[src/rtl/sdram_init_seq.sv]
// ---------------------------------------------------------------------------
// sdram_init_seq
//   SDRAM power-up initialisation sequencer. Issues NOP for the power-up wait,
//   then PRECHARGE-ALL, AREF_NUM x AUTO-REFRESH, MODE REGISTER SET and an
//   optional EXTENDED MRS, each separated by its minimum command spacing.
//   Drives the controller command/address mux until flag_init; a re-init
//   request in DONE replays the sequence without the power-up wait.
//
// Ports
//   S_CLK      in   system clock
//   RST        in   asynchronous reset, active-high
//   init_req   in   re-init request pulse, honoured only in DONE
//   init_cmd   out  {CKE,CS_N,RAS_N,CAS_N,WE_N}
//   init_addr  out  SDRAM address for the current command
//   init_ba    out  SDRAM bank address for the current command
//   init_busy  out  sequence in progress (any state except DONE)
//   flag_init  out  initialisation complete
// ---------------------------------------------------------------------------
module sdram_init_seq #(
  parameter int unsigned        ADDR_W     = 12,
  parameter int unsigned        BA_W       = 2,
  parameter int unsigned        T_PWR_CYC  = 4000,
  parameter int unsigned        T_RP_CYC   = 2,
  parameter int unsigned        T_RFC_CYC  = 7,
  parameter int unsigned        T_MRD_CYC  = 2,
  parameter int unsigned        AREF_NUM   = 2,
  parameter logic [2:0]         BURST_LEN  = 3'b010,
  parameter logic               BURST_TYPE = 1'b0,
  parameter logic [2:0]         CAS_LAT    = 3'b010,
  parameter logic               WR_BURST   = 1'b0,
  parameter logic               EMRS_EN    = 1'b0,
  parameter logic [ADDR_W-1:0]  EMRS_VAL   = '0
) (
  input  logic              S_CLK,
  input  logic              RST,
  input  logic              init_req,
  output logic [4:0]        init_cmd,
  output logic [ADDR_W-1:0] init_addr,
  output logic [BA_W-1:0]   init_ba,
  output logic              init_busy,
  output logic              flag_init
);

  // Wait counter must hold the largest spacing value
  localparam int unsigned T_MAX_A = (T_PWR_CYC > T_RP_CYC)  ? T_PWR_CYC : T_RP_CYC;
  localparam int unsigned T_MAX_B = (T_RFC_CYC > T_MRD_CYC) ? T_RFC_CYC : T_MRD_CYC;
  localparam int unsigned T_MAX   = (T_MAX_A > T_MAX_B) ? T_MAX_A : T_MAX_B;
  localparam int unsigned CNT_W   = $clog2(T_MAX + 1);
  localparam int unsigned REF_W   = 4;

  localparam logic [4:0] CMD_NOP  = 5'b10111;
  localparam logic [4:0] CMD_PREC = 5'b10010;
  localparam logic [4:0] CMD_AREF = 5'b10001;
  localparam logic [4:0] CMD_MRS  = 5'b10000;

  localparam logic [ADDR_W-1:0] PREC_ADDR = ADDR_W'(11'h400);
  localparam logic [ADDR_W-1:0] MRS_ADDR  =
    ADDR_W'({WR_BURST, 2'b00, CAS_LAT, BURST_TYPE, BURST_LEN});
  localparam logic [BA_W-1:0]   EMRS_BA   = BA_W'(2'b10);

  localparam logic [3:0] S_WAIT_PWR = 4'd0;
  localparam logic [3:0] S_PREC     = 4'd1;
  localparam logic [3:0] S_WAIT_RP  = 4'd2;
  localparam logic [3:0] S_AREF     = 4'd3;
  localparam logic [3:0] S_WAIT_RFC = 4'd4;
  localparam logic [3:0] S_MRS      = 4'd5;
  localparam logic [3:0] S_WAIT_MRD = 4'd6;
  localparam logic [3:0] S_EMRS     = 4'd7;
  localparam logic [3:0] S_DONE     = 4'd8;

  logic [3:0]        r_state;
  logic [CNT_W-1:0]  r_cnt;
  logic [REF_W-1:0]  r_refs;
  logic              r_emrs_sent;
  logic [4:0]        r_cmd;
  logic [ADDR_W-1:0] r_addr;
  logic [BA_W-1:0]   r_ba;
  logic              r_busy;
  logic              r_flag;

  logic [3:0]        w_state_nxt;
  logic [CNT_W-1:0]  w_cnt_nxt;
  logic [REF_W-1:0]  w_refs_nxt;
  logic              w_emrs_nxt;
  logic [4:0]        w_cmd;
  logic [ADDR_W-1:0] w_addr;
  logic [BA_W-1:0]   w_ba;
  logic              w_refs_left;

  assign w_refs_left = (r_refs < REF_W'(AREF_NUM));

  // State register; r_cnt holds cycles elapsed since the last command
  always_ff @(posedge S_CLK or posedge RST) begin
    if (RST) begin
      r_state     <= S_WAIT_PWR;
      r_cnt       <= '0;
      r_refs      <= '0;
      r_emrs_sent <= 1'b0;
    end else begin
      r_state     <= w_state_nxt;
      r_cnt       <= w_cnt_nxt;
      r_refs      <= w_refs_nxt;
      r_emrs_sent <= w_emrs_nxt;
    end
  end

  // Next-state logic; a spacing of 1 skips the wait state entirely
  always_comb begin
    w_state_nxt = r_state;
    w_cnt_nxt   = r_cnt;
    w_refs_nxt  = r_refs;
    w_emrs_nxt  = r_emrs_sent;
    case (r_state)
      S_WAIT_PWR: begin
        // r_cnt equals the current cycle number since reset release
        if (r_cnt == CNT_W'(T_PWR_CYC)) begin
          w_state_nxt = S_PREC;
          w_cnt_nxt   = '0;
          w_refs_nxt  = '0;
        end else begin
          w_cnt_nxt = r_cnt + CNT_W'(1);
        end
      end
      S_PREC: begin
        if (T_RP_CYC == 1) begin
          w_state_nxt = S_AREF;
          w_refs_nxt  = r_refs + REF_W'(1);
        end else begin
          w_state_nxt = S_WAIT_RP;
          w_cnt_nxt   = CNT_W'(1);
        end
      end
      S_WAIT_RP: begin
        if (r_cnt == CNT_W'(T_RP_CYC - 1)) begin
          w_state_nxt = S_AREF;
          w_cnt_nxt   = '0;
          w_refs_nxt  = r_refs + REF_W'(1);
        end else begin
          w_cnt_nxt = r_cnt + CNT_W'(1);
        end
      end
      S_AREF: begin
        if (T_RFC_CYC == 1) begin
          if (w_refs_left) begin
            w_state_nxt = S_AREF;
            w_refs_nxt  = r_refs + REF_W'(1);
          end else begin
            w_state_nxt = S_MRS;
            w_emrs_nxt  = 1'b0;
          end
        end else begin
          w_state_nxt = S_WAIT_RFC;
          w_cnt_nxt   = CNT_W'(1);
        end
      end
      S_WAIT_RFC: begin
        if (r_cnt == CNT_W'(T_RFC_CYC - 1)) begin
          w_cnt_nxt = '0;
          if (w_refs_left) begin
            w_state_nxt = S_AREF;
            w_refs_nxt  = r_refs + REF_W'(1);
          end else begin
            w_state_nxt = S_MRS;
            w_emrs_nxt  = 1'b0;
          end
        end else begin
          w_cnt_nxt = r_cnt + CNT_W'(1);
        end
      end
      S_MRS: begin
        if (T_MRD_CYC == 1) begin
          if (EMRS_EN) begin
            w_state_nxt = S_EMRS;
            w_emrs_nxt  = 1'b1;
          end else begin
            w_state_nxt = S_DONE;
          end
        end else begin
          w_state_nxt = S_WAIT_MRD;
          w_cnt_nxt   = CNT_W'(1);
        end
      end
      S_WAIT_MRD: begin
        // Shared by MRS and EMRS; r_emrs_sent says which one preceded
        if (r_cnt == CNT_W'(T_MRD_CYC - 1)) begin
          w_cnt_nxt = '0;
          if (EMRS_EN && !r_emrs_sent) begin
            w_state_nxt = S_EMRS;
            w_emrs_nxt  = 1'b1;
          end else begin
            w_state_nxt = S_DONE;
          end
        end else begin
          w_cnt_nxt = r_cnt + CNT_W'(1);
        end
      end
      S_EMRS: begin
        if (T_MRD_CYC == 1) begin
          w_state_nxt = S_DONE;
        end else begin
          w_state_nxt = S_WAIT_MRD;
          w_cnt_nxt   = CNT_W'(1);
        end
      end
      S_DONE: begin
        if (init_req) begin
          w_state_nxt = S_PREC;
          w_cnt_nxt   = '0;
          w_refs_nxt  = '0;
        end
      end
      default: begin
        w_state_nxt = S_WAIT_PWR;
        w_cnt_nxt   = '0;
        w_refs_nxt  = '0;
        w_emrs_nxt  = 1'b0;
      end
    endcase
  end

  // Command decode of the upcoming state so outputs align with it
  always_comb begin
    w_cmd  = CMD_NOP;
    w_addr = '0;
    w_ba   = '0;
    case (w_state_nxt)
      S_PREC: begin
        w_cmd  = CMD_PREC;
        w_addr = PREC_ADDR;
      end
      S_AREF: w_cmd = CMD_AREF;
      S_MRS: begin
        w_cmd  = CMD_MRS;
        w_addr = MRS_ADDR;
      end
      S_EMRS: begin
        w_cmd  = CMD_MRS;
        w_addr = EMRS_VAL;
        w_ba   = EMRS_BA;
      end
      default: ;
    endcase
  end

  // Output registers
  always_ff @(posedge S_CLK or posedge RST) begin
    if (RST) begin
      r_cmd  <= CMD_NOP;
      r_addr <= '0;
      r_ba   <= '0;
      r_busy <= 1'b1;
      r_flag <= 1'b0;
    end else begin
      r_cmd  <= w_cmd;
      r_addr <= w_addr;
      r_ba   <= w_ba;
      r_busy <= (w_state_nxt != S_DONE);
      r_flag <= (w_state_nxt == S_DONE);
    end
  end

  assign init_cmd  = r_cmd;
  assign init_addr = r_addr;
  assign init_ba   = r_ba;
  assign init_busy = r_busy;
  assign flag_init = r_flag;

endmodule

[config.mk]
export PLATFORM = sky130hd
export DESIGN_NAME = sdram_init_seq
export DESIGN_NICKNAME = d
export VERILOG_FILES = /design/src/rtl/sdram_init_seq.sv
export SDC_FILE = /design/constraint.sdc
export NUM_CORES = 1
export LEC_CHECK = 0
export ABC_AREA = 1
export CORE_MARGIN = 2
export CORE_UTILIZATION = 45
export DETAILED_ROUTE_END_ITERATION = 8
export GPL_TIMING_DRIVEN = 0
export PLACE_DENSITY = 0.71
export SLEW_MARGIN = 15
export SYNTH_ARGS = -nofsm -noshare
export SYNTH_HDL_FRONTEND = slang
export SYNTH_SLANG_ARGS = --single-unit
[constraint.sdc]
create_clock -name S_CLK -period 1.6 [get_ports S_CLK]
set_clock_uncertainty 0.05 [all_clocks]
set_input_delay 0.24 -clock S_CLK [delete_from_list [all_inputs] [get_ports S_CLK]]
set_output_delay 0.24 -clock S_CLK [all_outputs]
set_load 0.1 [all_outputs]
# After elaboration in Yosys (flattened, before gate mapping)
# Index checks and enable logic that the tools add are counted.
dict set report totals {
  register_bits 41
  input_bits 3
  output_inout_bits 21
  word_cells 62
}
dict set report classes {
  n_addsub 2
  order_cmp 1
  n_eq_ne 22
  muxes 21
  bitwise_logic 1
  reduce_logical 7
}
# op count
set op_table {}
lappend op_table {{$pmux W12 S5} 1}
lappend op_table {{$mux W12} 4}
lappend op_table {{$mux W4} 10}
lappend op_table {{$pmux W4 S8} 1}
lappend op_table {{$eq A4 B3 Y1 const B} 6}
lappend op_table {{$pmux W11 S2} 1}
lappend op_table {{$pmux W4 S5} 1}
lappend op_table {{$add A12 B1 Y12 const B} 1}
lappend op_table {{$eq A12 B1 Y1 const B} 1}
lappend op_table {{$eq A12 B12 Y1 const B} 1}
lappend op_table {{$eq A12 B3 Y1 const B} 1}
lappend op_table {{$eq A4 B2 Y1 const B} 3}
lappend op_table {{$ne A2 B2 Y1 const B} 5}
lappend op_table {{$pmux W3 S3} 1}
lappend op_table {{$eq A4 B1 Y1 const B} 2}
lappend op_table {{$eq A4 B4 Y1 const B} 2}
lappend op_table {{$reduce_and A6 Y1} 1}
lappend op_table {{$reduce_or A2 Y1} 3}
lappend op_table {{$reduce_or A5 Y1} 1}
lappend op_table {{$add A4 B1 Y4 const B} 1}
lappend op_table {{$logic_not A4 Y1} 1}
lappend op_table {{$lt A4 B2 Y1 const B} 1}
lappend op_table {{$ne A4 B4 Y1 const B} 1}
lappend op_table {{$reduce_or A4 Y1} 1}
lappend op_table {{other kinds (3)} 3}

# Depth between registers and ports, before layout
# Gate-level depths: netlist (run 1).
dict set report depth {
  depth_word 7
  mapped_depth 11
  ltp_nobuf 10
}

# Worst setup path before layout (run 1)
# OpenSTA, ideal clock, no wires.
dict set report synth_timing {
  path_type {flip-flop to output port}
  from {reg r_addr[5] (netlist: init_addr[5])}
  to {out init_addr[5]}
  arrival_time_ps 1324
  required_ps 1310
  slack_ps -14
  stages_incl_launch_ff 2
  path_buffers 1
  cell_sequence {dfrtp_1 > buf_4}
}
# item line
set synth_lines {}
lappend synth_lines {{start, declared} 76} ;# logic [ADDR_W-1:0] r_addr;
lappend synth_lines {{start signal, assigned} 255} ;# r_addr <= w_addr;
lappend synth_lines {{end, declared} 38} ;# output logic [ADDR_W-1:0] init_addr,
# No word-level cell between the ends.

# Final worst setup path (run 1)
dict set report layout_timing {
  from {reg r_state[3]}
  to {reg r_addr[10] (netlist: init_addr[10])}
}
dict set report layout_via {
  elab_chain_cells 5
}
# item line
set layout_rtl {}
lappend layout_rtl {{start, declared} 71} ;# logic [3:0] r_state;
lappend layout_rtl {{start signal, assigned} 100} ;# r_state <= w_state_nxt;
lappend layout_rtl {{$eq A4 B3 Y1} 113} ;# case (r_state)
lappend layout_rtl {{$reduce_or A2 Y1 (no source line)} n/a}
lappend layout_rtl {{$pmux W4 S8 *} 113}
lappend layout_rtl {{via w_state_nxt[0]} 81} ;# logic [3:0] w_state_nxt;
lappend layout_rtl {{$eq A4 B3 Y1 / $eq A4 B1 Y1 (equally long branches)} 226} ;# case (w_state_nxt)
lappend layout_rtl {{$pmux W11 S2 *} 226}
lappend layout_rtl {{via w_addr[10]} 86} ;# logic [ADDR_W-1:0] w_addr;
# The timed path passes the listed nets; every way through them passes the cells marked *.
# A chain may end at the register's enable or synchronous reset.

==> results of run 1 <==
## routing by layer
layer / vias to the layer above / wire (um) / GRT usage [%]
li1: 875 / - / -
met1: 768 / 1910 / 22.2
met2: 27 / 2120 / 28.8
met3: 10 / 120 / 2.16
met4: 0 / 91 / 5.56
met5: - / 0 / 0
## worst max-delay path, delay by kind of cell, from the launching register on
family,cells,cell delay [ns]
simple gates,7,0.84
flops,1,0.47
buf+inv,2,0.14
## cell usage in the layout, fill, tap and decap left out, drive strengths merged, types with 2 or more instances in the layout
cell | netlist | final
clkdlybuf4s15 | 0 | 4
dfrtp | 24 | 24
o21ai | 11 | 11
dfstp | 4 | 4
nand2 | 73 | 73
buf | 18 | 31
nor2 | 47 | 47
clkbuf | 0 | 3
clkdlybuf4s50 | 0 | 2
conb | 2 | 13
nand4 | 9 | 9
ha | 5 | 5
o31ai | 2 | 2
xor2 | 4 | 4
inv | 41 | 41
nand3 | 23 | 23
## power groups by stage
stage / Sequential [uW] / Clock, uW / Combinational [uW]
after floorplan: 732 / 0 / 156
after global placement: 723 / 0 / 178
after detailed placement: 723 / 0 / 178
after CTS: 709 / 585 / 178
after global routing: 710 / 611 / 184
final: 709 / 571 / 177
## kinds of logic (layout without fill, tap and decap cells)
group	count (synthesis)	after routing	share of synthesized area, %
other	2	13	0.378
XOR/XNOR	5	5	2.20
flip-flops	28	28	35.5
AO/OA/AOI/OAI	15	15	4.34
AND/OR/NAND/NOR	155	155	38.9
adder cells (fa/ha/maj)	5	5	3.15
buffers and inverters	60	83	15.6
## final timing paths
path	start	to	slack [ns]	depth (start not counted)
min in group S_CLK	r_refs[3]	r_refs[3]	0.45	2
min	RST	r_cnt[7]	0.29	2
max	r_state[3]	init_addr[10]	0.04	9
min reg2reg	r_refs[3]	r_refs[3]	0.45	2
max in group asynchronous	RST	init_addr[5]	0.79	2
max reg2reg	r_state[3]	init_addr[10]	0.04	9
## stage by stage
step           cell area [um^2]  utilization (%)  total power [uW]  instances
2_1_floorplan              2030                -               888        281
5_1_grt                    2450             57.1              1500        356
6_report                   2450             57.1              1460        356
3_5_place_dp               2200             51.3               901        344
4_1_cts                    2310             53.7              1470        351
3_3_place_gp               2200             51.3               900        344
## sequential cells by signal, summed over array words and instances, names as in the netlist
register   flops
init_addr      2
r_state        4
init_busy      1
init_ba        1
r_cnt         12
r_refs         4
flag_init      1
init_cmd       3
## layout make-up
cell class | instances | area [um^2] | share of cell area, %
buffer | 18 | 150 | 6.12
sequential | 28 | 709 | 28.9
clock inverter | 1 | 30.0 | 1.22
inverter | 42 | 159 | 6.48
timing repair buffer | 19 | 154 | 6.27
tap | 52 | 65.1 | 2.65
multi-input combinational | 193 | 1140 | 46.7
clock buffer | 3 | 41.3 | 1.68
## what timing repair did
item                       4_1_cts  5_1_grt
setup endpoints to repair       21       17
buffers inserted                 3        5
pin swaps                        2       15
resized for setup               42       32
hold buffers                     0        0
==> summary.txt, run 1 <==
STA
  • Worst setup margin: 0.0368 ns
  • Tmin final: 1.56 ns
  • Setup violators final: 0
  • Max Freq: 640 MHz
  • Hold_ws: 0.289 ns
  • RSZ-0062 raised after global routing: yes
  • Tcrit/Tclk final: 97.7%
  • Worst Tran Pin Value: 0.593 ns
  • Final Hold Viols: 0
  • Setup tns final: 0 ns
  • Relative slew slack: 60.4%
  • Final Max Tran Viols: 0

Final layout
  • Layout cell share with drive strength beyond 1: 34.9%
  • Layout Area Growth over Synthesis: 23.5%
  • Filler cells: 375
  • Antenna diodes: 0
  • Nets: 313

Drt
  • DR vias: 1680
  • WL/cell: 11.9 um
  • Via-to-Cell Ratio: 4.72
  • Drt drc: 0
  • Routed Wire Length: 4250 um
  • Post-DRT Antenna Nets: 0
  • DR iter-0 viols: 137
  • Drt pass-1 iters: 4

Placement
  • Final Wtd Congestion: 0.866
  • DPL Wire Length: 2790 um
  • # port buffers: 11
  • Dpl ws: -0.309 ns

Job
  • Max_cap viols: 0

Logic synthesis
  • Synth cell types: 30
  • Most area-hungry cell type in the Yosys netlist: dfrtp_1
  • Cell area after synthesis: 0.00199 mm^2
  • Sequential element share of the synthesized area: 35.5%
  • Top-area cell type share of the netlist area: 30.2%
  • Count leader, synth: nand2_1
  • Mean Syn Cell Area: 7.36 um^2
  • Most common library cells after synthesis: nand2_1 (57), nor2_1 (36), inv_1 (33), dfrtp_1 (24), nand3_1 (21)
  • Number of flops mapped to enable cells by yosys: 0
  • Async S/R FF share, synth: 100%
  • Main flop type after synthesis: dfrtp_1
  • #FFs+latches synth: 28
  • Synthesis Warnings: 0
  • Synthesized instance count: 270
  • Area contributors post-synth: dfrtp_1 (30%), nand2_1 (11%), nor2_1 (6.8%)

Floorplanning
  • Die Width: 70.5 um
  • Core area: 0.00429 mm^2
  • Die area: 0.00496 mm^2
  • Io pins: 24
  • Cell Rows: 24
  • Die Span Y: 70.5 um
  • Initial cell density of the core: 46.3%

Setup path
  • Worst Path Arrival: 1.73 ns
  • Critical path, cell by cell: nor2_1 > inv_1 > nor2_4 > nand3_1 > nand2_1 > inv_2 > nand2_4 > nand2_2 > nor2_2
  • Critical path capture point type: flip-flop
  • Slowest cell on crit path: dfrtp_1
  • Worst Setup Path Type: flip-flop to flip-flop
  • Critical path launch point type: flip-flop
  • Max incr delay on CP: 0.47 ns
  • Required @ worst endpoint: 1.77 ns
  • Crit-path max FO: 7

CTS
  • H-tree Lvls: 1
  • Clock Tree Root: clkbuf_8
  • CTS buffer count: 3
  • Worst skew pair latency: 0.28 ns
  • Clk pin slew, worst setup/hold paths: 0.10 ns
  • Clock sink count: 28
  • Max Buffers Root-to-Sink: 2
  • CTS tree: done

Worst hold path
  • Worst hold path class: primary input to asynchronous set/reset pin

Global route
  • Total grt overflow: 0
  • Initial antenna violation count: 0
  • Vias in the first global route: 1507
  • Global-route wire length before repair: 6810 um
  • Largest net degree at the start of global routing: 29
  • GR Util All Layers: 17.0%

Pwr
  • Power per cell area: 594 mW/mm^2
  • Worst VDD drop: 0.433 mV
  • Register share of total power: 48.7%
  • Clock Power Share: 39.2%
  • Internal: 1070 uW
  • Net switching power: 386 uW
  • Sw Ratio: 26.5%
  • Leakage power: 0.00122 uW
  • Combinational power share: 12.1%

Run status
  • Status: finished, final reports clean
Power figures use the tool's default switching activity.
==> run 2: changes to the inputs <==
==> constraint.sdc (replaced) <==
create_clock -name S_CLK -period 1.96 [get_ports S_CLK]
set_clock_uncertainty 0.05 [all_clocks]
set_input_delay 0.294 -clock S_CLK [delete_from_list [all_inputs] [get_ports S_CLK]]
set_output_delay 0.294 -clock S_CLK [all_outputs]
set_load 0.1 [all_outputs]
==> summary.txt, run 2 (synthesis results as in run 1) <==
Run status
  • Status: finished, final reports clean

Floorplanning
  • Io pins: 24 (unchanged)
  • Core area: 0.00429 mm^2 (unchanged)
  • Cell Rows: 24 (unchanged)
  • Initial cell density of the core: 46.3% (unchanged)
  • Die Span Y: 70.5 um (unchanged)
  • Die Width: 70.5 um (unchanged)
  • Die area: 0.00496 mm^2 (unchanged)

Final layout
  • Most common cell after layout, fill and taps aside: nand2_1
  • Biggest regs: r_cnt (12), r_refs (4), r_state (4)
  • Layout cell share with drive strength beyond 1: 24.0% (-11 points)
  • Fin area: 0.00227 mm^2 (-7.3%)
  • Most frequent cells in the layout: nand2_1 (57), nor2_1 (36), inv_1 (32)
  • Filler cells: 403 (+7.5%)
  • Layout Area Growth over Synthesis: 14.4%
  • Largest Register: r_cnt
  • Final core utilization: 52.9% (-4.2 points)
  • Nets: 305 (-2.6%)
  • Antenna diodes: 0 (unchanged)
  • Multi-input logic area: 0.00101 mm^2 (-11%)
  • Max reg flops: 12 (unchanged)
  • FF/Latch Area: 706 um^2 (-0.53%)

Pwr
  • Power per cell area: 525 mW/mm^2 (-12%)
  • Worst VDD drop: 0.263 mV (-39%)
  • Sw Ratio: 26.8% (+0.27 points)
  • Internal: 874 uW (-18%)
  • Combinational power share: 12.1% (about the same)
  • Net switching power: 320 uW (-17%)
  • Clock Power Share: 39.4% (+0.2 points)
  • Register share of total power: 48.5% (-0.2 points)
  • Leakage power: 0.00120 uW (-2.2%)

Job
  • Max_cap viols: 0 (unchanged)

CTS
  • Clock Tree Root: clkbuf_8
  • CTS buffer count: 3 (unchanged)
  • Setup bufs post-CTS: 0 (-3)
  • Clock sink count: 28 (unchanged)
  • Hold Buf Count CTS: 0 (unchanged)
  • Worst skew pair latency: 0.28 ns (about the same)
  • H-tree Lvls: 1 (unchanged)
  • CTS tree: done
  • Max Buffers Root-to-Sink: 2 (unchanged)
  • Cts repair resizes: 17 (-60%)
  • Clk pin slew, worst setup/hold paths: 0.10 ns (about the same)

STA
  • Tcrit/Tclk final: 97.7%
  • Relative slew slack: 36.7% (-24 points)
  • Tmin final: 1.91 ns
  • RSZ-0062 raised after global routing: no
  • Max Freq: 522 MHz
  • Setup tns final: 0 ns (unchanged)
  • Worst Tran Pin Value: 0.953 ns (+0.361 ns)
  • Final Hold Viols: 0 (unchanged)
  • Final Max Tran Viols: 0 (unchanged)
  • Setup violators final: 0 (unchanged)

Drt
  • WL/cell: 11.6 um (-2.9%)
  • Via-to-Cell Ratio: 4.77 (+1.1%)
  • Drt drc: 0 (unchanged)
  • DR iter-0 viols: 147 (+7.3%)
  • Post-DRT Antenna Nets: 0 (unchanged)
  • DR vias: 1660 (-1.2%)
  • Routed Wire Length: 4030 um (-5.1%)
  • Drt pass-1 iters: 4 (unchanged)

Placement
  • Final Wtd Congestion: 0.870 (+0.39%)
  • # port buffers: 11 (unchanged)
  • Post-DP Area: 0.00220 mm^2 (about the same)
  • DPL Wire Length: 3020 um (+8.0%)

Global route
  • Total grt overflow: 0 (unchanged)
  • Largest net degree at the start of global routing: 29 (unchanged)
  • Initial antenna violation count: 0 (unchanged)
  • Global-route wire length before repair: 7030 um (+3.2%)
  • Vias in the first global route: 1518 (+0.73%)
  • GR Util All Layers: 17.6% (+0.66 points)

Setup path
  • Crit-path max FO: 2 (-5)
  • Worst Setup Path Type: flip-flop to output pin
  • Worst reg-to-reg path cell count: 9 (unchanged)
  • Critical path capture point type: output pin
  • Required @ worst endpoint: 1.62 ns (-0.15 ns)
  • Critical path launch point type: flip-flop
  • Worst Path Arrival: 1.57 ns (-0.16 ns)

Worst hold path
  • Worst hold path class: primary input to asynchronous set/reset pin
## run 2: cell types whose count changed in the layout (fill, tap and decap cells not counted), moves of 4 or more
cell	delta
buf_4	-7
nor2_1	+9
buf_2	-5
nor2_4	-6
nand2_2	+4
dlygate4sd2_1	+5
nand2_4	-5
## run 2: worst max-delay path, cell delays in order, from the launching register on
cell and delay, ns:
dfrtp_1 0.35, buf_4 0.10, dlygate4sd2_1 0.84
## run 2: area by class of cell
class / count / area share [%]
Sequential cell: 28 / 31.0
Inverter: 42 / 6.99
Buffer: 18 / 6.60
Timing Repair Buffer: 11 / 4.79
Clock inverter: 1 / 1.32
Multi-Input combinational cell: 193 / 44.6
Tap cell: 52 / 2.86
Clock buffer: 3 / 1.82
## run 2: per-stage QoR
step | instances | hold WS, ns | total power, uW | setup WS [ns]
2_1_floorplan | 281 | 0.306 | 725 | 0.292
3_3_place_gp | 344 | 0.421 | 735 | -0.00412
3_5_place_dp | 344 | 0.421 | 736 | -0.0128
4_1_cts | 348 | 0.445 | 1200 | 0.0388
5_1_grt | 348 | 0.409 | 1220 | 0.00394
6_report | 348 | 0.345 | 1190 | 0.0454
## run 2: worst paths after layout
check | slack (ns) | to | from
min in group S_CLK | 0.44 | r_refs[3] | r_refs[3]
hold / removal | 0.34 | init_addr[10] | RST
setup reg to reg | 0.27 | r_cnt[2] | r_cnt[0]
hold reg to reg | 0.44 | r_refs[3] | r_refs[3]
setup / recovery | 0.05 | init_addr[5] | init_addr[5]
max in group asynchronous | 1.12 | init_ba[1] | RST
## run 2: power groups by stage
| stage | clock (uW) | combinational (uW) | sequential, uW |
|---|---|---|---|
| after CTS | 480 | 145 | 579 |
| after detailed placement | 0 | 146 | 590 |
| final | 471 | 144 | 579 |
| after global placement | 0 | 145 | 590 |
| after global routing | 496 | 149 | 579 |
| after floorplan | 0 | 127 | 598 |
## run 2: metal layers
layer / vias to the layer above / global-route usage, % / wire (um)
li1: 857 / - / -
met3: 5 / 1.73 / 126
met1: 771 / 23.8 / 1950
met4: 0 / 5.77 / 54
met2: 27 / 29.6 / 1900
met5: - / 0 / 0
==> run 3: changes to the inputs <==
--- a/config.mk
+++ b/config.mk
@@ -5,12 +5,12 @@
 export SDC_FILE = /design/constraint.sdc
 export NUM_CORES = 1
 export LEC_CHECK = 0
-export ABC_AREA = 1
+export ABC_AREA = 0
 export CORE_MARGIN = 2
 export CORE_UTILIZATION = 45
 export DETAILED_ROUTE_END_ITERATION = 8
 export GPL_TIMING_DRIVEN = 0
-export PLACE_DENSITY = 0.71
+export PLACE_DENSITY_LB_ADDON = 0.2
 export SLEW_MARGIN = 15
 export SYNTH_ARGS = -nofsm -noshare
 export SYNTH_HDL_FRONTEND = slang
==> summary.txt, run 3 <==
Logic synthesis
  • Synth cell types: 52 (+73%)
  • Cell area after synthesis: 0.00167 mm^2 (-16%)
  • Count leader, synth: dfrtp_1
  • Sequential element share of the synthesized area: 42.2% (+6.7 points)
  • Most common library cells after synthesis: dfrtp_1 (24), o21ai_0 (16), buf_4 (13), inv_1 (10)
  • Most area-hungry cell type in the Yosys netlist: dfrtp_1
  • #FFs+latches synth: 28 (unchanged)
  • Area contributors post-synth: dfrtp_1 (36%), dfstp_2 (6.3%), buf_4 (5.8%)
  • Mean Syn Cell Area: 9.72 um^2 (+32%)
  • Synthesized instance count: 172 (-36%)
  • Synthesis Warnings: 0 (unchanged)
  • Number of flops mapped to enable cells by yosys: 0 (unchanged)
  • Top-area cell type share of the netlist area: 35.9% (+5.7 points)
  • Main flop type after synthesis: dfrtp_1
  • Async S/R FF share, synth: 100% (unchanged)

Setup path
  • Worst reg-to-reg path cell count: 5 (-4)
  • Worst Path Arrival: 2.52 ns (+0.95 ns)
  • R2R Setup Slk: -0.45 ns (-0.72 ns)
  • Critical path launch point type: flip-flop
  • R2R Path End: r_refs[1]
  • Critical R2R Launch: r_cnt[4]
  • Worst Setup Path Type: flip-flop to flip-flop
  • Required @ worst endpoint: 2.07 ns (+0.45 ns)
  • Critical path capture point type: flip-flop
  • Crit path from: r_cnt[4]
  • Worst setup endpoint: r_refs[1]
  • Crit-path max FO: 8 (+6)

Floorplanning
  • Die Span Y: 65.0 um (-7.8%)
  • Cell Rows: 22 (-8.3%)
  • Core area: 0.00361 mm^2 (-16%)
  • Die Width: 65.0 um (-7.8%)
  • Initial cell density of the core: 46.4% (+0.086 points)
  • Io pins: 24 (unchanged)
  • Die area: 0.00422 mm^2 (-15%)

CTS
  • Clk pin slew, worst setup/hold paths: 0.10 ns (about the same)
  • CTS tree: done
  • H-tree Lvls: 1 (unchanged)
  • Clock Tree Root: clkbuf_8
  • Max Buffers Root-to-Sink: 2 (unchanged)
  • Hold Buf Count CTS: 0 (unchanged)
  • Clock sink count: 28 (unchanged)
  • CTS buffer count: 3 (unchanged)
  • Worst skew pair latency: 0.27 ns (about the same)

Placement
  • DPL Wire Length: 2440 um (-19%)
  • Final Wtd Congestion: 0.869 (about the same)
  • Dpl ws: -0.519 ns (-0.506 ns)
  • # port buffers: 11 (unchanged)
  • Post-DP Area: 0.00190 mm^2 (-14%)

Global route
  • GR Util All Layers: 18.9% (+1.3 points)
  • Global Route met2 Usage: 32.6% (+3.0 points)
  • GRT busiest layer: met2
  • Met3 usage: 3.47% (+1.7 points)
  • Met1 Use GR: 23.4% (-0.39 points)
  • Initial antenna violation count: 0 (unchanged)
  • Largest net degree at the start of global routing: 29 (unchanged)
  • Vias in the first global route: 1413 (-6.9%)
  • Total grt overflow: 0 (unchanged)
  • Global-route wire length before repair: 6240 um (-11%)

Pwr
  • Worst VDD drop: 0.280 mV (+6.4%)
  • Leakage power: 0.00105 uW (-12%)
  • Power per cell area: 496 mW/mm^2 (-5.5%)

Job
  • Max_cap viols: 0 (unchanged)

STA
  • Relative slew slack: 31.0% (-5.7 points)
  • Tcrit/Tclk final: 123% (+25 points)
  • Worst Tran Pin Value: 1.03 ns (+0.0802 ns)
  • Setup violators final: 17 (+17)
  • RSZ-0062 raised after global routing: yes
  • Hold_ws: 0.468 ns (+0.123 ns)
  • Max Freq: 415 MHz (-20%)
  • Tmin final: 2.41 ns (+0.493 ns)
  • Final Hold Viols: 0 (unchanged)
  • Worst setup margin: -0.448 ns (-0.493 ns)
  • Final Max Tran Viols: 0 (unchanged)

Drt
  • Via-to-Cell Ratio: 5.37 (+13%)
  • Drt pass-1 iters: 4 (unchanged)
  • DR iter-0 viols: 80 (-46%)
  • Routed Wire Length: 3620 um (-10%)
  • WL/cell: 13.8 um (+19%)
  • Post-DRT Antenna Nets: 0 (unchanged)
  • DR vias: 1407 (-15%)
  • Drt drc: 0 (unchanged)

Final layout
  • Most frequent cells in the layout: buf_4 (26), dfrtp_1 (16), conb_1 (13)
  • Antenna diodes: 0 (unchanged)
  • Layout cell share with drive strength beyond 1: 38.3% (+14 points)
  • Nets: 223 (-27%)
  • Most common cell after layout, fill and taps aside: buf_4
  • Layout Area Growth over Synthesis: 30.2%
  • Biggest regs: r_cnt (12), r_refs (4), r_state (4)
  • Max reg flops: 12 (unchanged)
  • Fin area: 0.00218 mm^2 (-4.2%)
  • Largest Register: r_cnt

Worst hold path
  • Worst hold path class: flip-flop to flip-flop

Run status
  • Status: finished with violations
  • Failing checks: setup timing
[run 3: cell types whose count changed in the layout (fill, tap and decap cells not counted), moves of 7 or more]
cell     before  now
nand4_1       9    2
nand2_2      11    0
nor2_1       36    4
dfrtp_2       0    8
a21o_1        0    7
buf_4        14   26
nand3_1      21    5
nor2_2        7    0
inv_2         9    1
dfrtp_1      24   16
nand2_1      57    7
inv_1        32    9
[run 3: worst max-delay path, stage by stage (launching register included)]
cell	delay, ns
dfrtp_2	0.48
or4_4	0.51
or3_4	0.35
a21o_1	0.18
or3b_4	0.41
mux2_4	0.31
[run 3: power breakdown]
part	internal (uW)	switching [uW]
Sequential	579	0.265
Clock	180	177
Combinational	21.4	123
[run 3: layout make-up]
cell class              instances  area [um^2]
repair buffers                 28          233
inverters                      10         37.5
multi-input cells             128          960
flip-flops and latches         28          716
plain buffers                  16          116
clock buffers                   4         55.1
fillers                       328         1430
well taps                      48         60.1
[run 3: worst min-delay path by stage]
stage | start | end | depth (start not counted)
finish | r_refs[3] | r_refs[3] | 1
global route | r_refs[3] | r_refs[3] | 1
CTS | r_refs[3] | r_refs[3] | 1
detailed placement | r_refs[3] | r_refs[3] | 1
global placement | r_refs[3] | r_refs[3] | 1
floorplan | RST | flag_init | 1
[run 3: layer usage]
| layer | part of all wire [%] | routed length (um) |
|---|---|---|
| met1 | 42 | 1520 |
| met2 | 52 | 1890 |
| met3 | 5.3 | 193 |
| met4 | 0.47 | 17 |
| met5 | 0 | 0 |
[run 3: repair_timing]
action / 4_1_cts / 5_1_grt
buffers inserted: 12 / 5
cloned: 1 / 0
endpoints found under the setup margin: 30 / 23
pin swaps: 7 / 8
gates resized for setup: 35 / 20
[run 3: logic make-up after synthesis]
family,after synthesis,synth area share [%]
other cells,2,0.449
simple gates,60,22.6
fa+ha+maj,5,3.74
mux,2,1.80
xor+xnor,1,0.524
flops,28,42.2
buf+inv,27,9.06
compound gates,47,19.6
[run 3: metrics by stage]
stage / cells / setup TNS, ns / utilization [%] / total power, uW
after detailed placement: 242 / -6.22 / 52.8 / 735
after global placement: 242 / -5.61 / 52.8 / 735
after global routing: 262 / -7.44 / 60.4 / 1110
after floorplan: 183 / -2.67 / - / 725
final: 262 / -6.05 / 60.4 / 1080
after CTS: 258 / -5.85 / 58.7 / 1090
